File: config.mk
export PLATFORM = sky130hd
export DESIGN_NAME = sync_selector_flat
export DESIGN_NICKNAME = d
export VERILOG_FILES = /design/src/rtl/sync_selector_if.sv /design/src/rtl/sync_selector.sv /design/src/flat_wrapper.sv
export SDC_FILE = /design/constraint.sdc
export NUM_CORES = 1
export LEC_CHECK = 0
export ABC_CLOCK_PERIOD_IN_PS = 1300
export BUFFER_PORTS_ARGS = -buffer_cell sky130_fd_sc_hd__buf_2
export CAP_MARGIN = 20
export CORE_UTILIZATION = 39
export CTS_CLUSTER_SIZE = 28
export DETAILED_ROUTE_END_ITERATION = 10
export GPL_ROUTABILITY_DRIVEN = 0
export PLACE_DENSITY_LB_ADDON = 0.15
export SLEW_MARGIN = 20
export SYNTH_ARGS = -nofsm -noshare
export SYNTH_HDL_FRONTEND = slang
export SYNTH_SLANG_ARGS = --single-unit
File: constraint.sdc
create_clock -name clk -period 1.3 [get_ports clk]
set_clock_uncertainty 0.05 [all_clocks]
set_input_delay 0.13 -clock clk [delete_from_list [all_inputs] [get_ports clk]]
set_output_delay 0.13 -clock clk [all_outputs]
set_load 0.01 [all_outputs]
File: src/rtl/sync_selector_if.sv
// Lane/select bus for the registered N-to-1 selector.
// The master drives lanes and select; the slave returns the registered pick.
interface sync_selector_if #(
    parameter int DATA      = 32,
    parameter int IN        = 4,
    parameter int SEL_WIDTH = $clog2(IN)
);
    logic [DATA*IN-1:0]   in;
    logic [SEL_WIDTH-1:0] sel;
    logic                 valid;
    logic [IN-1:0]        pos;
    logic [DATA-1:0]      out;

    modport master (
        output in,
        output sel,
        input  valid,
        input  pos,
        input  out
    );

    modport slave (
        input  in,
        input  sel,
        output valid,
        output pos,
        output out
    );
endinterface

File: src/rtl/sync_selector.sv
// Registered N-to-1 lane selector steered by a binary index or a
// priority request bitmap; reports the one-hot winner and a valid flag.
module sync_selector #(
    parameter int    DATA      = 32,
    parameter int    IN        = 4,
    parameter int    SEL_WIDTH = $clog2(IN),
    parameter string BIT_MAP   = "DISABLE",
    parameter string ACT       = "HIGH",
    parameter string MSB       = "ENABLE"
) (
    input logic           clk,
    input logic           reset,
    sync_selector_if.slave bus
);
    localparam bit ACT_HIGH  = (ACT == "HIGH");
    localparam bit MSB_FIRST = (MSB == "ENABLE");

    logic [IN-1:0]   pick_oh;
    logic [DATA-1:0] out_d;
    logic            valid_d;

    logic            valid_q;
    logic [IN-1:0]   pos_q;
    logic [DATA-1:0] out_q;

    if (BIT_MAP == "ENABLE") begin : g_bitmap
        logic [IN-1:0] req;

        // Select bits above IN carry no lane and are dropped here.
        assign req = ACT_HIGH ? bus.sel[IN-1:0]
                              : ~bus.sel[IN-1:0];

        always_comb begin
            pick_oh = '0;
            if (MSB_FIRST) begin
                for (int i = 0; i < IN; i++) begin
                    if (req[i]) begin
                        pick_oh    = '0;
                        pick_oh[i] = 1'b1;
                    end
                end
            end else begin
                for (int i = IN - 1; i >= 0; i--) begin
                    if (req[i]) begin
                        pick_oh    = '0;
                        pick_oh[i] = 1'b1;
                    end
                end
            end
        end
    end else begin : g_binary
        // Out-of-range indices match no lane and yield an empty pick.
        always_comb begin
            pick_oh = '0;
            for (int i = 0; i < IN; i++) begin
                if (bus.sel == SEL_WIDTH'(i)) begin
                    pick_oh[i] = 1'b1;
                end
            end
        end
    end

    always_comb begin
        out_d = '0;
        for (int i = 0; i < IN; i++) begin
            if (pick_oh[i]) begin
                out_d = out_d | bus.in[DATA*i +: DATA];
            end
        end
    end

    assign valid_d = |pick_oh;

    always_ff @(posedge clk) begin
        if (reset) begin
            valid_q <= 1'b0;
            pos_q   <= '0;
            out_q   <= '0;
        end else begin
            valid_q <= valid_d;
            pos_q   <= pick_oh;
            out_q   <= out_d;
        end
    end

    assign bus.valid = valid_q;
    assign bus.pos   = pos_q;
    assign bus.out   = out_q;
endmodule

File: src/flat_wrapper.sv
// flat-port wrapper written by rule: the top's interface ports become plain ports
module sync_selector_flat 
#(
    parameter int    DATA      = 32,
    parameter int    IN        = 4,
    parameter int    SEL_WIDTH = $clog2(IN),
    parameter string BIT_MAP   = "       ",
    parameter string ACT       = "    ",
    parameter string MSB       = "      "
)
  (clk, reset, bus_in, bus_sel, bus_valid, bus_pos, bus_out);
  sync_selector_if #(.DATA(DATA), .IN(IN), .SEL_WIDTH(SEL_WIDTH)) bus_i ();
  input logic clk;
  input logic reset;
  input wire logic [$bits(bus_i.in)-1:0] bus_in;
  input wire logic [$bits(bus_i.sel)-1:0] bus_sel;
  output wire logic [$bits(bus_i.valid)-1:0] bus_valid;
  output wire logic [$bits(bus_i.pos)-1:0] bus_pos;
  output wire logic [$bits(bus_i.out)-1:0] bus_out;
  assign bus_i.in = bus_in;
  assign bus_i.sel = bus_sel;
  assign bus_valid = bus_i.valid;
  assign bus_pos = bus_i.pos;
  assign bus_out = bus_i.out;
  sync_selector #(.DATA(DATA), .IN(IN), .SEL_WIDTH(SEL_WIDTH), .BIT_MAP(BIT_MAP), .ACT(ACT), .MSB(MSB)) u_core (.clk(clk), .reset(reset), .bus(bus_i));
endmodule
==> results of run 1 <==
==> cells in the mapped netlist (all sizes together) <==
library cell / count / area share, %
mux2i: 64 / 36
dfxtp: 37 / 41
o22ai: 32 / 11
buf: 12 / 8.6
clkbuf: 4 / 1.5
nor2: 4 / 0.84
inv: 2 / 0.42
nand2b: 1 / 0.35
or2: 1 / 0.35
==> how the worst max path moves through the flow <==
stage | from | to | slack [ns] | depth (start not counted)
finish | reset | u_core.bus.out[6]$_SDFF_PP0_ | 0.05 | 5
global route | reset | u_core.bus.out[19]$_SDFF_PP0_ | 0.006 | 5
CTS | reset | u_core.bus.out[24]$_SDFF_PP0_ | 0.04 | 5
detailed placement | bus_sel[0] | u_core.bus.out[6]$_SDFF_PP0_ | 0.21 | 4
global placement | bus_sel[0] | u_core.bus.out[7]$_SDFF_PP0_ | 0.20 | 4
floorplan | bus_sel[0] | u_core.bus.out[0]$_SDFF_PP0_ | 0.38 | 5
==> per-stage QoR <==
stage               setup WS, ns  instance area, um^2  hold slack (ns)  util, %
detailed placement         0.207                 2620            0.275     59.6
CTS                       0.0364                 2710           0.0658     61.7
finish                    0.0465                 2710           0.0767     61.7
floorplan                  0.380                 1800            0.137        -
global route             0.00648                 2710           0.0759     61.7
global placement           0.203                 2620            0.270     59.6
==> placed cells by master (no fill, tap or decap), drive strengths merged <==
| master | n |
|---|---|
| mux2i | 64 |
| buf | 175 |
| or2 | 1 |
| inv | 2 |
| dlygate4sd3 | 1 |
| dfxtp | 37 |
| nor2 | 4 |
| o22ai | 32 |
| nand2b | 1 |
| clkbuf | 8 |
==> state kept, by name (all words and copies together) (netlist names) <==
| signal | flops |
|---|---|
| u_core.bus.pos | 4 |
| u_core.bus.valid | 1 |
| u_core.bus.out | 32 |
==> routing by layer <==
metal  vias to the layer above  wire length [um]  part of all wire (%)  global-route usage [%]
met5                         -                 0                     0                       0
met4                         0                84                   1.8                    8.44
met3                         8               417                   8.9                    5.34
met2                       100              2470                    53                    36.8
met1                       789              1700                    36                    18.0
li1                        921                 -                     -                       -
==> tightest hold or removal path: stages <==
cell	delay, ns
buf_2	0.08
mux2i_1	0.06
o22ai_1	0.09
==> cell type report <==
cell class,instances,area (um^2),share of cell area (%)
repair buffers,176,943,34.9
well taps,52,65.1,2.41
clock buffers,8,80.1,2.96
flip-flops and latches,37,741,27.4
multi-input cells,102,868,32.1
inverters,2,7.51,0.278
==> what timing repair did <==
item                      in CTS  in global routing
hold endpoints to repair       1                  0
buffers inserted               0                  0
hold buffers                   1                  0
==> power by group through the flow <==
| stage | clock, W | combinational, W | sequential, W |
|---|---|---|---|
| 6_report | 0.000742 | 0.000629 | 0.00124 |
| 2_1_floorplan | 0 | 0.000294 | 0.00132 |
| 3_3_place_gp | 0 | 0.000630 | 0.00126 |
| 5_1_grt | 0.000829 | 0.000686 | 0.00125 |
| 4_1_cts | 0.000782 | 0.000638 | 0.00124 |
| 3_5_place_dp | 0 | 0.000634 | 0.00126 |
==> cells by family (layout without fill, tap and decap cells) <==
family / after synthesis / in the layout / synth area share, %
simple gates: 6 / 6 / 1.53
mux: 64 / 64 / 35.7
compound gates: 32 / 32 / 11.1
buf+inv: 18 / 186 / 10.4
flops: 37 / 37 / 41.2
==> out/results.txt, run 1 <==
Antenna violation net count after detailed routing - 0
Arrival @ worst endpoint - 1.40 ns
Worst setup EP type - flip-flop
P_sw - 0.000656 W
DR WL/cell - 12.4 um
Post-route total power - 0.00261 W
Net count, final - 456
Total wire length - 4680 um
Post-Syn Area - 1800 um^2
Layout cell share with drive strength beyond 1 - 55.7%
Starting Density - 41.0%
Comb power frac - 24.1%
Sw Ratio - 25.1%
ANT cells - 0
Post-route insts no fill - 377
Ys Warns - 0
Fmax - 798 MHz
WP buf/inv - 3
RSZ-0062 raised after global routing - false
Worst Tran Pin Value - 0.225 ns
Final HPWL DP - 3700 um
PortBufs - 168
WP data required - 1.45 ns
Core area - 4380 um^2
Critical path's top delay family - buffers and inverters
Max-cap violations - 0
Hold Path Sink - u_core.bus.out[18]$_SDFF_PP0_
Sequential area share after synthesis - 41.2%
Syn_nets - 289
Num ports - 169
Max FO, Critical Path - 17
Via Count - 1818
Initial antenna violation count - 0
Pwr Density - 965 nW/um^2
Remaining DRCs - 0
Hold Path Origin - bus_in[82]
Slew HR - 85.0%
DRT iter0 DRCs - 22
Final period util - 96.4%
Filler cells - 401
Tmin final - 1.25 ns
Crit-path cells - dlygate4sd3_1 -> buf_2 -> or2_1 -> buf_4 -> o22ai_1
Synth unique cells - 14
Largest vdd supply drop - 0.469 mV
Status - complete, no violations
First-pass GRT wire length - 7390 um
Max incr delay on CP - 0.53 ns
Largest net degree at the start of global routing - 23
Total CTS buffers - 5
GRT Overall Usage - 18.9%
Min-Delay Path Depth - 3
Worst Hold Class - input port to flip-flop
Post-synthesis cell count - 157
Die W - 69.9 um
Leakage power - 1.54 nW
Grt total ovfl - 0
Max Slew Vio Count - 0
First-pass DRT Iterations - 4
# resized after CTS - 0
Final setup fails - 0
Layout area overhead - 50.6%
Via density - 4.82
WS Path Type - input port to flip-flop
#FFs+latches synth - 37
CTS clock-pin slew for the worst setup and hold paths - 0.07 ns
Die H - 69.9 um
Critical-path top delay cell - dlygate4sd3_1
Clock power frac - 28.4%
Crit start category - input port
Setup TNS - 0 ns
Synthesized area per cell - 11.4 um^2
Clk sinks - 37
CTS tree - done
Final count of hold timing violations - 0
Clk buf depth - 2
Vias in the first global route - 1790
H-tree depth - 2
Inst Count DP - 368
Clock root buffer - clkbuf_8
Std-Cell Rows - 24
Die ar. - 4880 um^2
Int Pwr - 0.00195 W
Share of power burned in registers - 47.4%
Note: power is estimated with default switching activity, not from simulation.
==> run 2, diff against run 1 <==
--- a/config.mk
+++ b/config.mk
@@ -12,7 +12,7 @@
 export CTS_CLUSTER_SIZE = 28
 export DETAILED_ROUTE_END_ITERATION = 10
 export GPL_ROUTABILITY_DRIVEN = 0
-export PLACE_DENSITY_LB_ADDON = 0.15
+export PLACE_DENSITY = 0.85
 export SLEW_MARGIN = 20
 export SYNTH_ARGS = -nofsm -noshare
 export SYNTH_HDL_FRONTEND = slang
==> constraint.sdc (replaced) <==
create_clock -name clk -period 1.3 [get_ports clk]
set_clock_uncertainty 0.05 [all_clocks]
set_input_delay 0 -clock clk [delete_from_list [all_inputs] [get_ports clk]]
set_output_delay 0 -clock clk [all_outputs]
set_load 0.01 [all_outputs]
==> out/results.txt, run 2 <==
Status - aborted with a tool error
Stopping stage - 4_1_cts
Run Error - [ERROR RSZ-0060] Max buffer count reached.
Clk sinks - 37
Synthesized area per cell - 11.4 um^2
Die H - 69.9 um
Post-synthesis cell count - 157
Hold buffer count at CTS - 101
Synth top area share - 41.2%
Ys Warns - 0
Placement Cell Area - 2620 um^2
Post-Syn Area - 1800 um^2
Most frequent cell after synthesis - mux2i_1
Starting Density - 41.0%
H-tree depth - 2
Num ports - 169
Synth unique cells - 14
Commonest cells in the netlist - 64 x mux2i_1, 37 x dfxtp_1, 32 x o22ai_1
PortBufs - 168
Post-CTS Setup Inserts - 0
Ys async rst share - 0%
Clock root buffer - clkbuf_8
Synth area leader - dfxtp_1
Placement Setup Slack - 0.289 ns
Total CTS buffers - 5
#FFs+latches synth - 37
# resized after CTS - 0
Number of synthesized flops with an enable pin - 0
Syn_nets - 289
Std-Cell Rows - 24
Ys flop type - dfxtp_1
Top area cells in the synthesized netlist - dfxtp_1 41%, mux2i_1 36%, o22ai_1 11%, buf_12 4.5%, buf_6 3.1%
Final HPWL DP - 4010 um
Die W - 69.9 um
Sequential area share after synthesis - 41.2%
Clk buf depth - 2
==> run 2: cell counts after synthesis <==
No cell type changed its count.
==> run 2: through the flow <==
| stage | cells | utilization (%) | hold WS [ns] |
|---|---|---|---|
| after detailed placement | 370 | 59.7 | 0.128 |
| after global placement | 370 | 59.7 | 0.121 |
| after floorplan | 157 | - | 0.00652 |
==> run 2: kinds of logic after synthesis <==
group | after synthesis | share of synthesized area (%)
simple gates | 6 | 1.53
flops | 37 | 41.2
compound gates | 32 | 11.1
buf+inv | 18 | 10.4
mux | 64 | 35.7
==> run 3, diff against run 2 <==
--- a/config.mk
+++ b/config.mk
@@ -9,10 +9,9 @@
 export BUFFER_PORTS_ARGS = -buffer_cell sky130_fd_sc_hd__buf_2
 export CAP_MARGIN = 20
 export CORE_UTILIZATION = 39
-export CTS_CLUSTER_SIZE = 28
 export DETAILED_ROUTE_END_ITERATION = 10
 export GPL_ROUTABILITY_DRIVEN = 0
-export PLACE_DENSITY = 0.85
+export PLACE_DENSITY_LB_ADDON = 0.15
 export SLEW_MARGIN = 20
 export SYNTH_ARGS = -nofsm -noshare
 export SYNTH_HDL_FRONTEND = slang
==> out/results.txt, run 3 <==
Std-Cell Rows - 24
Commonest cells in the netlist - 64 x mux2i_1, 37 x dfxtp_1, 32 x o22ai_1
Clk sinks - 37
Stopping stage - 4_1_cts
Ys flop type - dfxtp_1
PortBufs - 168
# resized after CTS - 0
Clk buf depth - 2
Hold buffer count at CTS - 102
Synth unique cells - 14
Final HPWL DP - 3590 um
Post-CTS Setup Inserts - 0
Total CTS buffers - 5
Synth area leader - dfxtp_1
Syn_nets - 289
Ys async rst share - 0%
Synth top area share - 41.2%
Most frequent cell after synthesis - mux2i_1
Die W - 69.9 um
Ys Warns - 0
Die H - 69.9 um
Top area cells in the synthesized netlist - dfxtp_1 41%, mux2i_1 36%, o22ai_1 11%, buf_12 4.5%, buf_6 3.1%
Starting Density - 41.0%
H-tree depth - 2
Run Error - [ERROR RSZ-0060] Max buffer count reached.
Post-synthesis cell count - 157
Sequential area share after synthesis - 41.2%
Num ports - 169
Number of synthesized flops with an enable pin - 0
Post-Syn Area - 1800 um^2
Clock root buffer - clkbuf_8
Status - aborted with a tool error
Synthesized area per cell - 11.4 um^2
#FFs+latches synth - 37
## run 3: cell counts after synthesis
Identical to the previous run, type by type.
## run 3: cell families after synthesis
kind of cell	synth area share, %
buffers and inverters	10.4
multiplexers	35.7
flip-flops	41.2
AO/OA/AOI/OAI	11.1
AND/OR/NAND/NOR	1.53
## run 3: through the flow
step	std cells	hold slack (ns)	util (%)	area (um^2)	worst slack, ns
after floorplan	157	0.00652	-	1800	0.510
after global placement	368	0.140	59.6	2620	0.331
after detailed placement	368	0.144	59.6	2620	0.337
